[src/rtl/cardinal_nic_pkg.sv]
// Shared register map and bit positions for the Cardinal NIC.
// Bit numbering is big-endian: bit 0 is the MSB, bit 63 is the LSB.
package cardinal_nic_pkg;

    localparam logic [1:0] NIC_ADDR_IN_BUF   = 2'b00;
    localparam logic [1:0] NIC_ADDR_IN_STAT  = 2'b01;
    localparam logic [1:0] NIC_ADDR_OUT_BUF  = 2'b10;
    localparam logic [1:0] NIC_ADDR_OUT_STAT = 2'b11;

    // Status flag sits in the LSB of the status word.
    localparam int NIC_STATUS_BIT = 63;
    // Virtual-channel / polarity bit is the MSB of a packet.
    localparam int NIC_VC_BIT     = 0;

endpackage

[src/rtl/nic_fifo.sv]
// Single-clock FIFO used for both NIC channels. A push coincident with a
// pop is accepted even when full, because the pop frees the slot on the
// same edge.
module nic_fifo #(
    parameter int DATA_WIDTH = 64,
    parameter int DEPTH      = 1
) (
    input  logic                  clk,
    input  logic                  reset,
    input  logic                  push,
    input  logic                  pop,
    input  logic [0:DATA_WIDTH-1] din,
    output logic [0:DATA_WIDTH-1] dout,
    output logic                  full,
    output logic                  empty
);

    localparam int PTR_W = (DEPTH > 1) ? $clog2(DEPTH) : 1;
    localparam int CNT_W = $clog2(DEPTH) + 1;
    // Storage sized to the pointer range so indexing is always full width.
    localparam int MEM_N = 1 << PTR_W;

    logic [0:DATA_WIDTH-1] mem_q [MEM_N];
    logic [PTR_W-1:0]      wr_ptr_q, wr_ptr_d;
    logic [PTR_W-1:0]      rd_ptr_q, rd_ptr_d;
    logic [CNT_W-1:0]      cnt_q, cnt_d;
    logic                  do_push, do_pop;

    function automatic logic [PTR_W-1:0] ptr_inc(input logic [PTR_W-1:0] p);
        return (p == PTR_W'(DEPTH - 1)) ? '0 : p + 1'b1;
    endfunction

    assign full    = (cnt_q == CNT_W'(DEPTH));
    assign empty   = (cnt_q == '0);
    assign do_pop  = pop & ~empty;
    assign do_push = push & (~full | do_pop);
    assign dout    = empty ? '0 : mem_q[rd_ptr_q];

    // Next-state for pointers and occupancy.
    always_comb begin
        wr_ptr_d = wr_ptr_q;
        rd_ptr_d = rd_ptr_q;
        cnt_d    = cnt_q;
        if (do_push) wr_ptr_d = ptr_inc(wr_ptr_q);
        if (do_pop)  rd_ptr_d = ptr_inc(rd_ptr_q);
        case ({do_push, do_pop})
            2'b10:   cnt_d = cnt_q + 1'b1;
            2'b01:   cnt_d = cnt_q - 1'b1;
            default: cnt_d = cnt_q;
        endcase
    end

    // Pointer/count registers; reset discards contents at once.
    always_ff @(posedge clk or negedge reset) begin
        if (!reset) begin
            wr_ptr_q <= '0;
            rd_ptr_q <= '0;
            cnt_q    <= '0;
        end else begin
            wr_ptr_q <= wr_ptr_d;
            rd_ptr_q <= rd_ptr_d;
            cnt_q    <= cnt_d;
        end
    end

    // Storage write.
    always_ff @(posedge clk or negedge reset) begin
        if (!reset) begin
            for (int i = 0; i < MEM_N; i++) mem_q[i] <= '0;
        end else if (do_push) begin
            mem_q[wr_ptr_q] <= din;
        end
    end

endmodule

[src/rtl/cardinal_nic.sv]
// Cardinal NIC top: CPU register decode, read mux and ring injection
// gating on router polarity. All storage lives in the two nic_fifo copies.
module cardinal_nic
    import cardinal_nic_pkg::*;
#(
    parameter int DATA_WIDTH = 64,
    parameter int ADDR_WIDTH = 2,
    parameter int DEPTH      = 1
) (
    input  logic                  clk,
    input  logic                  reset,
    input  logic [ADDR_WIDTH-1:0] addr,
    input  logic [0:DATA_WIDTH-1] d_in,
    output logic [0:DATA_WIDTH-1] d_out,
    input  logic                  nicEn,
    input  logic                  nicWrEn,
    input  logic                  net_si,
    output logic                  net_ri,
    input  logic [0:DATA_WIDTH-1] net_di,
    output logic                  net_so,
    input  logic                  net_ro,
    output logic [0:DATA_WIDTH-1] net_do,
    input  logic                  net_polarity
);

    logic                  cpu_rd, cpu_wr;
    logic                  in_push, in_pop, in_full, in_empty;
    logic                  out_push, out_full, out_empty;
    logic [0:DATA_WIDTH-1] in_head, out_head;

    assign cpu_rd = nicEn & ~nicWrEn;
    assign cpu_wr = nicEn &  nicWrEn;

    assign in_pop   = cpu_rd & (addr == NIC_ADDR_IN_BUF);
    assign net_ri   = ~in_full;
    // A router packet is also taken when the CPU frees the slot this edge.
    assign in_push  = net_si & (net_ri | (in_pop & ~in_empty));
    // Full-FIFO writes are dropped inside nic_fifo unless a pop coincides.
    assign out_push = cpu_wr & (addr == NIC_ADDR_OUT_BUF);

    assign net_so = ~out_empty & net_ro & (out_head[NIC_VC_BIT] == net_polarity);
    assign net_do = out_head;

    nic_fifo #(.DATA_WIDTH(DATA_WIDTH), .DEPTH(DEPTH)) in_fifo (
        .clk   (clk),
        .reset (reset),
        .push  (in_push),
        .pop   (in_pop),
        .din   (net_di),
        .dout  (in_head),
        .full  (in_full),
        .empty (in_empty)
    );

    nic_fifo #(.DATA_WIDTH(DATA_WIDTH), .DEPTH(DEPTH)) out_fifo (
        .clk   (clk),
        .reset (reset),
        .push  (out_push),
        .pop   (net_so),
        .din   (d_in),
        .dout  (out_head),
        .full  (out_full),
        .empty (out_empty)
    );

    // CPU read mux; zero whenever no read is in progress.
    always_comb begin
        d_out = '0;
        if (cpu_rd) begin
            case (addr)
                NIC_ADDR_IN_BUF:   d_out = in_head;
                NIC_ADDR_IN_STAT:  d_out[NIC_STATUS_BIT] = in_full;
                NIC_ADDR_OUT_STAT: d_out[NIC_STATUS_BIT] = out_full;
                default:           d_out = '0;
            endcase
        end
    end

endmodule
[config.mk]
export PLATFORM = sky130hd
export DESIGN_NAME = cardinal_nic
export DESIGN_NICKNAME = d
export VERILOG_FILES = /design/src/rtl/cardinal_nic_pkg.sv /design/src/rtl/nic_fifo.sv /design/src/rtl/cardinal_nic.sv
export SDC_FILE = /design/constraint.sdc
export NUM_CORES = 1
export LEC_CHECK = 0
export ABC_AREA = 0
export CORE_AREA = 2 2 132 121
export DETAILED_ROUTE_END_ITERATION = 7
export DIE_AREA = 0 0 134 123
export PLACE_DENSITY = 0.89
export SYNTH_ARGS = -nofsm -noshare
export SYNTH_HDL_FRONTEND = slang
export SYNTH_HIERARCHICAL = 1
export SYNTH_SLANG_ARGS = --single-unit
[constraint.sdc]
create_clock -name clk -period 2.6 [get_ports clk]
set_input_delay 0.39 -clock clk [delete_from_list [all_inputs] [get_ports clk]]
set_output_delay 0.39 -clock clk [all_outputs]
set_load 0.01 [all_outputs]
==> results.yml, run 1 <==
outcome:
  outcome: "finished, final reports clean"
grt:
  grt_pass1_vias: 4887
  grt_max_degree: 66
  grt_pass1_wl_mm: 25.3
  grt_usage_pct: 20.2
  overflow: 0
  antenna_found_initial: 0
cts:
  clock_sinks: 130
  clkTransAtPathRegs_ns: 0.06
  htreeDepth: 4
  cts_buffers: 17
  clock-root-buffer: "clkbuf_16"
  cts_buffer_depth: 2
  cts_tree: "yes"
  insertion_delay_ns: 0.42
min_path:
  hold_class: "reg -> reg"
  worstHoldStart: "out_fifo/mem_q[88]"
  min_to: "out_fifo/mem_q[88]"
  whs_path_depth: 1
placed_design:
  dpl.cell_count: 952
  port_buffers: 266
  place.gp.congestion: 0.820
  postPlaceCellArea_sq_um: 9230
  dpl.hpwl_mm: 11.3
  dp_slack_ns: -0.0335
cells_and_area:
  final_cell_mix: "256 x clkdlybuf4s50_1, 191 x and2_1, 129 x dfrtp_1"
  syn_to_final_growth_pct: 55.9
  nets: 909
  layout_commonest_cell: "clkdlybuf4s50_1"
  stdcell_area_sq_um: 9960
  fin_cells: 987
  layout-drive-gt1-share_pct: 23.2
  antenna_cells: 0
die:
  rows: 43
  die_h_um: 123
  fp.coreArea_sq_um: 15100
  die-area_sq_um: 16500
  initial_core_util_pct: 42.3
  die_x_um: 134
  ios: 267
sta:
  finClkSkew_ns: 0.00550
  setup_viol: 0
  setup_ws_ns: 0.0565
  worst_slew_pin_slew_ns: 0.623
  slew_viol_final: 0
  max_freq_mhz: 393
  finalCriticalPeriod_ns: 2.54
  hold_violations: 0
  period_share_pct: 97.8
  maxSlewHeadroom_pct: 58.5
  rsz0062_at_grt: "no"
  hold_ws_ns: 0.495
critical_path:
  worstSetupStartpointType: "primary input"
  critPathKind: "in -> out"
  r2r_cells: 7
  reg2reg_slack_ns: 0.64
  arrival_ns: 2.15
  required_ns: 2.21
  end_kind: "output pin"
  r2r-end: "out_fifo/mem_q[69]"
  rr_startpoint: "out_fifo/full"
  path_max_fanout: 33
route:
  drc: 0
  via_per_inst: 4.72
  wl_mm: 16.3
  dr.first_iter.drc_count: 182
  drt_first_pass_iters: 4
  ant_nets: 0
  num_vias: 4663
  routedWlPerCell_um: 16.5
yosys:
  synthCells: 503
  yosysWarningCount: 6
  yosysSeqAreaShare_pct: 50.9
  ys_types: 24
  synth_fp_nets: 640
  syn_area_sq_um: 6390
  yosys_register_bits: 130
  postSynthAreaPerCell_sq_um: 12.7
pwr:
  power_density_nw_per_um2: 1010
  leakage_nw: 4.39
  ir_drop_v: 0.000656
flow_run:
  maxCapViolCount: 0
==> Yosys cell counts, drive strengths merged <==
library cell / n / share of area (%)
nor3b: 1 / 0.12
a22o: 1 / 0.14
mux2: 128 / 23
nand2b: 2 / 0.43
mux2i: 1 / 0.16
xor2: 1 / 0.14
dfrtp: 130 / 51
clkbuf: 14 / 0.86
buf: 19 / 3.5
and2: 191 / 19
a21boi: 1 / 0.12
or2b: 2 / 0.23
inv: 5 / 0.29
nor2b: 1 / 0.098
nor4b: 1 / 0.23
nand2: 3 / 0.41
nor3: 1 / 0.078
a2111oi: 1 / 0.14
==> state kept, by name, summed over array words and instances (netlist names) <==
register / cells
in_fifo/full: 1
in_fifo/mem_q: 64
out_fifo/full: 1
out_fifo/mem_q: 64
==> logic make-up after synthesis <==
logic type      synth area share (%)
compound gates                 0.392
xor+xnor                       0.137
flops                           50.9
buf+inv                         4.62
simple gates                    20.3
mux                             23.6
==> worst max-delay path by stage <==
stage / from / endpoint / slack [ns] / cells after the start
after CTS: in_fifo/full / d_out[63] / 0.03 / 4
after global placement: addr[1] / d_out[38] / 0.0005 / 5
after global routing: nicEn / d_out[17] / 0.005 / 6
final: nicEn / d_out[33] / 0.06 / 6
after floorplan: out_fifo/full / out_fifo/mem_q[100] / 0.22 / 9
after detailed placement: addr[1] / d_out[38] / -0.03 / 5
==> power by group <==
group | internal, mW | switching (mW) | total, mW
logic | 2.41 | 1.40 | 3.81
clock network | 1.79 | 0.906 | 2.69
registers | 3.04 | 0.487 | 3.52
==> metrics by stage <==
stage,utilization (%),setup TNS (ns),power (mW)
global route,65.9,0,10.6
detailed placement,61.0,-0.203,7.35
CTS,65.8,0,10.1
floorplan,-,0,5.61
global placement,61.0,0,7.22
finish,65.9,0,10.0
==> repair_timing <==
item                       4_1_cts  5_1_grt
pin swaps                        1        0
hold buffers                     1        0
resized for setup                5        8
setup buffers                    1        0
hold endpoints to repair        17        0
gates cloned                     1        0
setup endpoints to repair       13       27
==> layer usage <==
| layer | track usage (%) | wire length, um | vias to the layer above |
|---|---|---|---|
| met5 | 0 | 0 | - |
| met3 | 10.7 | 1840 | 25 |
| met4 | 6.18 | 278 | 0 |
| li1 | - | - | 2181 |
| met1 | 23.5 | 6530 | 2251 |
| met2 | 32.5 | 7620 | 206 |
==> area by class of cell <==
class,count,area (sq um)
Clock buffer,21,470
Clock inverter,11,200
Fill cell,1095,5160
Inverter,5,18.8
Multi-Input combinational cell,335,2850
Sequential cell,130,3250
Tap cell,202,253
Timing Repair Buffer,283,2910
==> worst max-delay path, stage by stage <==
cell and delay, ns:
clkdlybuf4s50_1 0.50, nor4b_4 0.22, buf_6 0.17, buf_12 0.16, and2_1 0.15, clkdlybuf4s50_1 0.54
No activity file was read; power rests on OpenSTA's default activity.
==> inputs of run 2 (changes only) <==
--- a/config.mk
+++ b/config.mk
@@ -6,6 +6,7 @@
 export NUM_CORES = 1
 export LEC_CHECK = 0
 export ABC_AREA = 0
+export CAP_MARGIN = 40
 export CORE_AREA = 2 2 132 121
 export DETAILED_ROUTE_END_ITERATION = 7
 export DIE_AREA = 0 0 134 123
==> constraint.sdc (replaced) <==
create_clock -name clk -period 2.6 [get_ports clk]
set_input_delay 0.39 -clock clk [delete_from_list [all_inputs] [get_ports clk]]
set_output_delay 0.39 -clock clk [all_outputs]
set_load 0.1 [all_outputs]
==> run 2 against run 1 <==
Compared with the run above: setup slack better by 0.062 ns; non-clock buffer count stayed put; final area is 12% higher; clock power is 14% lower; total power is 43% higher; global-route usage is 3.5 points higher.
==> results.yml, run 2 (synthesis gave the netlist of run 1 again) <==
die:
  fp.coreArea_sq_um: 15100
  die_h_um: 123
  die-area_sq_um: 16500
  rows: 43
  ios: 267
  initial_core_util_pct: 42.3
  die_x_um: 134
cells_and_area:
  top_regs: "in_fifo/mem_q x64, out_fifo/mem_q x64"
  final_cell_mix: "190 x and2_1, 135 x buf_12, 135 x clkdlybuf4s50_1"
  layout_commonest_cell: "and2_1"
  fillers: 874
  antenna_cells: 0
  multiInputGateArea_sq_um: 2900
  utilization_pct: 73.7
  ff_latch_area_sq_um: 3250
  layout-drive-gt1-share_pct: 40.3
  syn_to_final_growth_pct: 74.5
  fin_cells: 987
  nets: 909
critical_path:
  worstSetupStartpointType: "primary input"
  end_kind: "output pin"
  worstSetupStartpoint: "addr[1]"
  crit_chain: "clkdlybuf4s50_1 -> nor4b_4 -> buf_12 -> and2_1 -> buf_12"
  cp_slowest_cell: "clkdlybuf4s50_1"
  rr_startpoint: "out_fifo/full"
  cpPeakStageDelay_ns: 0.53
  path_max_fanout: 53
  crit_top_cell: "buf_12"
  required_ns: 2.21
  arrival_ns: 2.09
  critPathKind: "in -> out"
pwr:
  ir_drop_v: 0.00169
  intPower_mw: 7.78
  seq_power_share_pct: 25.1
  share_comb_of_total_power_pct: 58.8
  power_switching_mw: 6.51
  p_total_mw: 14.3
  clkPwrFrac_pct: 16.1
  leakage_nw: 4.84
  power_density_nw_per_um2: 1280
  sw_frac_of_total_pct: 45.5
cts:
  clkTransAtPathRegs_ns: 0.06
  cts_tree: "yes"
  clock_sinks: 130
  insertion_delay_ns: 0.42
  htreeDepth: 4
  cts_buffer_depth: 2
  post_cts_buffers: 0
  cts_buffers: 17
  clock-root-buffer: "clkbuf_16"
grt:
  grt_max_degree: 67
  overflow: 0
  grt_pass1_vias: 5286
  grt_usage_pct: 23.7
  grt_pass1_wl_mm: 29.3
  antenna_found_initial: 0
route:
  routedWlPerCell_um: 19.2
  drc: 0
  via_per_inst: 4.87
  drt_first_pass_iters: 4
  wl_mm: 18.9
  num_vias: 4804
  dr.first_iter.drc_count: 139
  ant_nets: 0
outcome:
  outcome: "finished, final reports clean"
placed_design:
  dpl.hpwl_mm: 13.7
  port_buffers: 266
  place.gp.congestion: 0.833
  dpl.cell_count: 954
  dp_slack_ns: 0.102
sta:
  max_freq_mhz: 403
  finClkSkew_ns: 0.00711
  finalCriticalPeriod_ns: 2.48
  setup_viol: 0
  rsz0062_at_grt: "no"
  slew_viol_final: 0
  hold_violations: 0
  setup_ws_ns: 0.119
  period_share_pct: 95.4
  maxSlewHeadroom_pct: 63.1
  worst_slew_pin_slew_ns: 0.553
flow_run:
  maxCapViolCount: 0
min_path:
  worstHoldStart: "out_fifo/mem_q[102]"
  hold_class: "reg -> reg"
-- run 2: changes by cell type in the layout (fill, tap and decap cells not counted), sizes merged, moves of 3 or more --
cell           delta
clkbuf            -3
bufinv            -4
buf             +130
clkdlybuf4s50   -121
clkinvlp          +5
dlygate4sd2       -3
dlymetal6s2s      -6
-- run 2: cell type report --
type                    instances  area share (%)
multi-input cells             335            26.0
flip-flops and latches        130            29.2
repair buffers                283            37.3
inverters                       5           0.168
clock inverters                14            1.18
clock buffers                  18            3.94
well taps                     202            2.27
-- run 2: repair_timing --
item,in CTS,in global routing
hold endpoints to repair,41,0
hold buffers,1,0
gates resized for setup,0,0
endpoints found under the setup margin,0,0
-- run 2: worst paths after layout --
| kind | end | cells after the start | slack (ns) |
|---|---|---|---|
| min reg2reg | out_fifo/mem_q[102] | 1 | 0.50 |
| max | d_out[21] | 5 | 0.12 |
| min | out_fifo/mem_q[102] | 1 | 0.50 |
| max reg2reg | out_fifo/mem_q[103] | 7 | 0.63 |
| max in group asynchronous | out_fifo/mem_q[71] | 3 | 1.32 |
| min in group asynchronous | in_fifo/mem_q[75] | 2 | 0.52 |
-- run 2: stage by stage --
stage               instance area [sq um]  setup TNS (ns)  hold slack [ns]
floorplan                            6460          -29.22           0.0944
global placement                    10600               0            0.418
detailed placement                  10600               0            0.414
CTS                                 11100               0            0.499
global route                        11100               0            0.516
finish                              11100               0            0.498
-- run 2: power groups by stage --
stage | combinational [mW] | sequential [mW] | clock, mW
floorplan | 5.59 | 3.35 | 0
global placement | 8.22 | 3.47 | 0
detailed placement | 8.41 | 3.57 | 0
CTS | 8.46 | 3.58 | 2.35
global route | 8.72 | 3.70 | 2.43
finish | 8.41 | 3.58 | 2.30
-- run 2: worst max-delay path: cells and delay by family --
kind                   cells  cell delay (ns)
and+or+nand+nor            2             0.69
buffers and inverters      3             0.97
-- run 2: routing by layer --
metal | wire length [um] | share of wire (%) | vias up | track usage (%)
met5 | 0 | 0 | - | 0
met2 | 9310 | 49 | 211 | 39.8
met3 | 1850 | 9.8 | 28 | 9.64
met4 | 408 | 2.2 | 0 | 9.24
met1 | 7350 | 39 | 2383 | 27.2
li1 | - | - | 2182 | -
==> RTL change 1 (config.mk and constraints of run 1) <==
Make the reset (`reset`) synchronous in 2 clocked blocks.
--- a/src/rtl/nic_fifo.sv
+++ b/src/rtl/nic_fifo.sv
@@ -51,7 +51,7 @@
     end
 
     // Pointer/count registers; reset discards contents at once.
-    always_ff @(posedge clk or negedge reset) begin
+    always_ff @(posedge clk) begin
         if (!reset) begin
             wr_ptr_q <= '0;
             rd_ptr_q <= '0;
@@ -64,7 +64,7 @@
     end
 
     // Storage write.
-    always_ff @(posedge clk or negedge reset) begin
+    always_ff @(posedge clk) begin
         if (!reset) begin
             for (int i = 0; i < MEM_N; i++) mem_q[i] <= '0;
         end else if (do_push) begin
Check against the original RTL: differs if reset is asserted again (counterexample within 4 cycles, from zero or initial values and one cycle with reset low); with reset held inactive, the same outputs for 4 cycles.
==> RTL change 1 against run 1 <==
The flow now finishes with violations (negative setup slack). Largest cell class unchanged. Worst setup slack worse by 0.069 ns. Wire length increased by 11%. Sequential share of layout area increased by 3.9 points. Sequential cell count stayed put. Synthesized area grew 8.4%. Cell area rose by 6.6%. Via count rose by 6.0%.
Power is not compared: it rests on default switching activity, and its combinational part moved more than twofold at a synthesized area within 25%.
==> RTL change 1: results (changes against run 1) <==
stage;metric;value;unit;change
status;outcome;finished, violations left;;was finished, final reports clean
status;violated checks;negative setup slack;;
clock_tree;Setup Buffers After CTS;2;;was 1
synth;mux contribution to synthesized area;0.1445;%;was 23.65%
final_layout;Signal buf overhead;29.18;%;was 29.24%
critical_path;Worst Setup SP;addr[0];;was nicEn
critical_path;CP max FO;16;;was 33
final_layout;Non-clk bufs;288;;was 283
hold_path;type of the most critical hold path;primary input to flip-flop;;was flip-flop to flip-flop
final_layout;sequential share of cell area;36.60;%;was 32.67%
final_layout;Layout Nets;918;;was 909
route;final WL;18090;µm;was 16,280 µm
grt;first-pass GRT wire length;26120;µm;was 25,340 µm
hold_path;worst hold start;net_di[8];;was out_fifo/mem_q[88]$_DFFE_PN0P_
synth;syn_nets;658;;was 640
sta;Final setup viols;1;;was 0
critical_path;RR Endpoint;in_fifo/mem_q[0][37]$_SDFFCE_PN0P_;;was out_fifo/mem_q[69]$_DFFE_PN0P_
clock_tree;Resized Gates After CTS;9;;was 5
hold_path;hold depth;2;;was 1
synth;Post-Synth XOR/XNOR Area;0.1264;%;was 0.1370%
final_layout;multi-input combinational area share;25.95;%;was 28.64%
synth;asr flop ratio synth;0;%;was 100.0%
critical_path;WP data arrival;2.22;ns;was 2.15 ns
final_layout;#MultiIn Comb;337;;was 335
placed_design;HPWL Detailed;11540;µm;was 11,250 µm
final_layout;fillers;987;;was 1,095
route;DRT iter0 DRCs;290;;was 182
placed_design;Placed Area;9783;µm²;was 9229 µm²
route;DR vias/cell;4.964;;was 4.724
synth;Mapped Area;6929;µm²;was 6391 µm²
synth;Post-synth top flop;edfxtp_1;;was dfrtp_1
synth;number of flops mapped to enable cells by yosys;128;;was 0
synth;register area share after synthesis;56.05;%;was 50.90%
final_layout;clk tree area frac;5.645;%;was 6.732%
sta;final worst slack;-0.01276;ns;was 0.05647 ns
final_layout;Reg area;3886;µm²;was 3254 µm²
final_layout;share of layout cells above drive strength 1;17.76;%;was 23.18%
critical_path;r2r setup slk;0.43;ns;was 0.64 ns
-- RTL change 1: metal layers --
metal | up-vias | GRT usage, % | wire [µm] | share of wire (%)
li1 | 2319 | - | - | -
met1 | 2384 | 25.25 | 7373 | 41
met2 | 221 | 35.64 | 8983 | 50
met3 | 20 | 6.150 | 1456 | 8.0
met4 | 0 | 6.915 | 278 | 1.5
met5 | - | 0 | 0 | 0
-- RTL change 1: logic make-up (layout without fill, tap and decap cells) --
group,after synthesis,count (layout)
compound gates,7,7
xor+xnor,1,1
buf+inv,54,327
flops,130,130
mux,1,1
simple gates,328,328
-- RTL change 1: per-stage QoR --
step                      hold slack, ns  power (mW)  cells  worst slack [ns]  setup TNS (ns)
final                             0.6758       5.567    996          -0.01276        -0.01276
after global placement             1.079       3.128    960          -0.02478        -0.03767
after detailed placement           1.082       3.147    960          -0.07416         -0.5591
after CTS                         0.6549       5.602    995          0.003756               0
after global routing              0.6639       5.752    996          -0.07045        -0.07045
after floorplan                   0.5075       2.822    521           -0.4929          -35.23
==> RTL change 2 (settings of run 1) <==
Without the edit above. `DATA_WIDTH` is set to 64 in 2 places; all go to 72.
--- a/src/rtl/nic_fifo.sv
+++ b/src/rtl/nic_fifo.sv
@@ -2,7 +2,7 @@
 // pop is accepted even when full, because the pop frees the slot on the
 // same edge.
 module nic_fifo #(
-    parameter int DATA_WIDTH = 64,
+    parameter int DATA_WIDTH = 72,
     parameter int DEPTH      = 1
 ) (
     input  logic                  clk,
--- a/src/rtl/cardinal_nic.sv
+++ b/src/rtl/cardinal_nic.sv
@@ -3,7 +3,7 @@
 module cardinal_nic
     import cardinal_nic_pkg::*;
 #(
-    parameter int DATA_WIDTH = 64,
+    parameter int DATA_WIDTH = 72,
     parameter int ADDR_WIDTH = 2,
     parameter int DEPTH      = 1
 ) (
Interface: changed (resized d_in, d_out, net_di and net_do); port bits go from 267 to 299. No check against the original RTL was run, so the function may have changed too.
==> RTL change 2 against run 1 <==
Power grew 15%. Synthesized area grew 19%. Combinational power up 27%. Cell area increased by 15%. Core utilization grew 9.9 points. Wire length increased by 20%. Worst setup slack got worse by 0.029 ns. Count of clock-buffer cells in the layout is 1 lower. Sequential power is 15% higher. Clock skew up 0.0015 ns. Sequential cell count grew 16. Critical endpoint is now d_out[56].
==> RTL change 2: results (changes against run 1) <==
stage;metric;value;unit;change
status;outcome;finished, final reports clean;;unchanged
route;DRT iter0 DRCs;207;;was 182
critical_path;WP data arrival;2.18;ns;was 2.15 ns
synth;yosys warns;6;;unchanged
route;final WL;19540;µm;was 16,280 µm
final_layout;biggest regs;in_fifo/mem_q: 72 flops, out_fifo/mem_q: 72 flops;;was in_fifo/mem_q: 64 flops, out_fifo/mem_q: 64 flops
placed_design;HPWL Detailed;13520;µm;was 11,250 µm
synth;asr flop ratio synth;100.0;%;unchanged
clock_tree;Worst-Skew Late Latency;0.41;ns;
critical_path;largest stage delay on the critical path;0.55;ns;
placed_design;Placed Cells incl. Taps;1043;;was 952
sta;slew margin rel.;71.20;%;was 58.46%
grt;first-pass GRT wire length;29640;µm;was 25,340 µm
synth;register area share after synthesis;48.23;%;was 50.90%
placed_design;Placed Area;10760;µm²;was 9229 µm²
clock_tree;CTS Buffer Depth;2;;unchanged
grt;vias in the first global route;5501;;was 4,887
sta;clk_skew;0.007015;ns;was 0.005499 ns
hold_path;type of the most critical hold path;primary input to async pin;;was flip-flop to flip-flop
clock_tree;Inserted Clock Buffers;17;;unchanged
synth;Synth area leaders;dfrtp_1, mux2_4, and2_1, buf_6, clkbuf_1;;was dfrtp_1, mux2_2, and2_1, mux2_4, buf_6
placed_design;Routability Congestion;0.8044;;was 0.8198
route;DR vias/cell;4.847;;was 4.724
critical_path;Slowest cell on crit path;clkdlybuf4s50_1;;unchanged
final_layout;Layout Nets;1016;;was 909
synth;top cells by count, synth;and2_1, dfrtp_1, mux2_4;;was and2_1, dfrtp_1, mux2_2
synth;syn_nets;716;;was 640
grt;largest net degree at the start of global routing;56;;was 66
synth;Post-synth top flop;dfrtp_1;;unchanged
clock_tree;CTS clk-pin slew, worst paths;0.06;ns;about the same
critical_path;CP max FO;27;;was 33
clock_tree;CTS root buffer;clkbuf_16;;unchanged
clock_tree;H-Tree Depth;4;;unchanged
synth;Mapped Cells;563;;was 503
final_layout;share of layout cells above drive strength 1;23.17;%;was 23.18%
grt;GRT Util Overall;23.38;%;was 20.22%
synth;post-synthesis cell type count;23;;was 24
final_layout;Antenna Cells;0;;unchanged
route;vias;5225;;was 4,663
power_and_ir_drop;Static Leak;5.477;nW;was 4.391 nW
route;DR pass1 iterations;4;;unchanged
grt;antenna violations before repair;0;;unchanged
power_and_ir_drop;maximum vdd drop;0.0005872;V;was 0.0006561 V
placed_design;IO Port Bufs;298;;was 266
RTL change 2: metrics by stage:
step / setup WS (ns) / utilization [%]
3_5_place_dp: -0.009826 / 71.16
5_1_grt: -0.01436 / 75.82
2_1_floorplan: 0.2376 / -
3_3_place_gp: -0.004436 / 71.16
4_1_cts: 0.0003779 / 75.35
6_report: 0.02698 / 75.82
RTL change 2: cell families after synthesis:
| family | after synthesis | synth area share, % |
|---|---|---|
| AND/OR/NAND/NOR | 226 | 19.19 |
| buffers and inverters | 42 | 3.651 |
| XOR/XNOR | 1 | 0.1156 |
| flip-flops | 146 | 48.23 |
| multiplexers | 145 | 28.48 |
| AO/OA/AOI/OAI | 3 | 0.3304 |
RTL change 2: area by class of cell:
class	instances	area (µm²)
clock buffer	20	456.7
tap	202	252.7
sequential	146	3655
inverter	5	18.77
timing repair buffer	318	3247
fill	935	3656
multi-input combinational	375	3656
clock inverter	12	176.4
RTL change 2: timing repair:
item / 4_1_cts / 5_1_grt
setup endpoints to repair: 7 / 66
gates cloned: 0 / 1
resized for setup: 7 / 12
buffers inserted: 0 / 1
pin swaps: 0 / 1
hold buffers: 1 / 0
endpoints found under the hold margin: 40 / 0
RTL change 2: path summary, 6_finish.rpt:
kind,start,end,slack (ns),cells after the start
worst min register to register,out_fifo/mem_q[121]$_DFFE_PN0P_,out_fifo/mem_q[121]$_DFFE_PN0P_,0.50,1
max in group asynchronous,reset,out_fifo/mem_q[121]$_DFFE_PN0P_,1.40,3
worst max-delay path,addr[1],d_out[56],0.03,6
worst min-delay path,reset,in_fifo/mem_q[91]$_DFFE_PN0P_,0.49,2
min in group clk,out_fifo/mem_q[121]$_DFFE_PN0P_,out_fifo/mem_q[121]$_DFFE_PN0P_,0.50,1
worst max register to register,out_fifo/full$_DFFE_PN0P_,out_fifo/mem_q[119]$_DFFE_PN0P_,0.61,7
RTL change 2: critical path: cells and delay by family:
family / cells / cell delay [ns]
buffers and inverters: 4 / 1.37
and+or+nand+nor: 2 / 0.41
RTL change 2: per-layer routing:
metal  wire length, µm  GRT usage, %  up-vias
met4               476         8.710        0
met3              1692         8.118       35
li1                  -             -     2437
met1              8047         28.88     2538
met2              9325         38.21      215
met5                 0             0        -
RTL change 2: power by group:
group	internal (mW)	leakage (nW)	switching, mW	total (mW)
sequential	3.41	1.75	0.622	4.04
combinational	3.23	3.42	1.62	4.85
clock	1.66	0.307	0.959	2.62
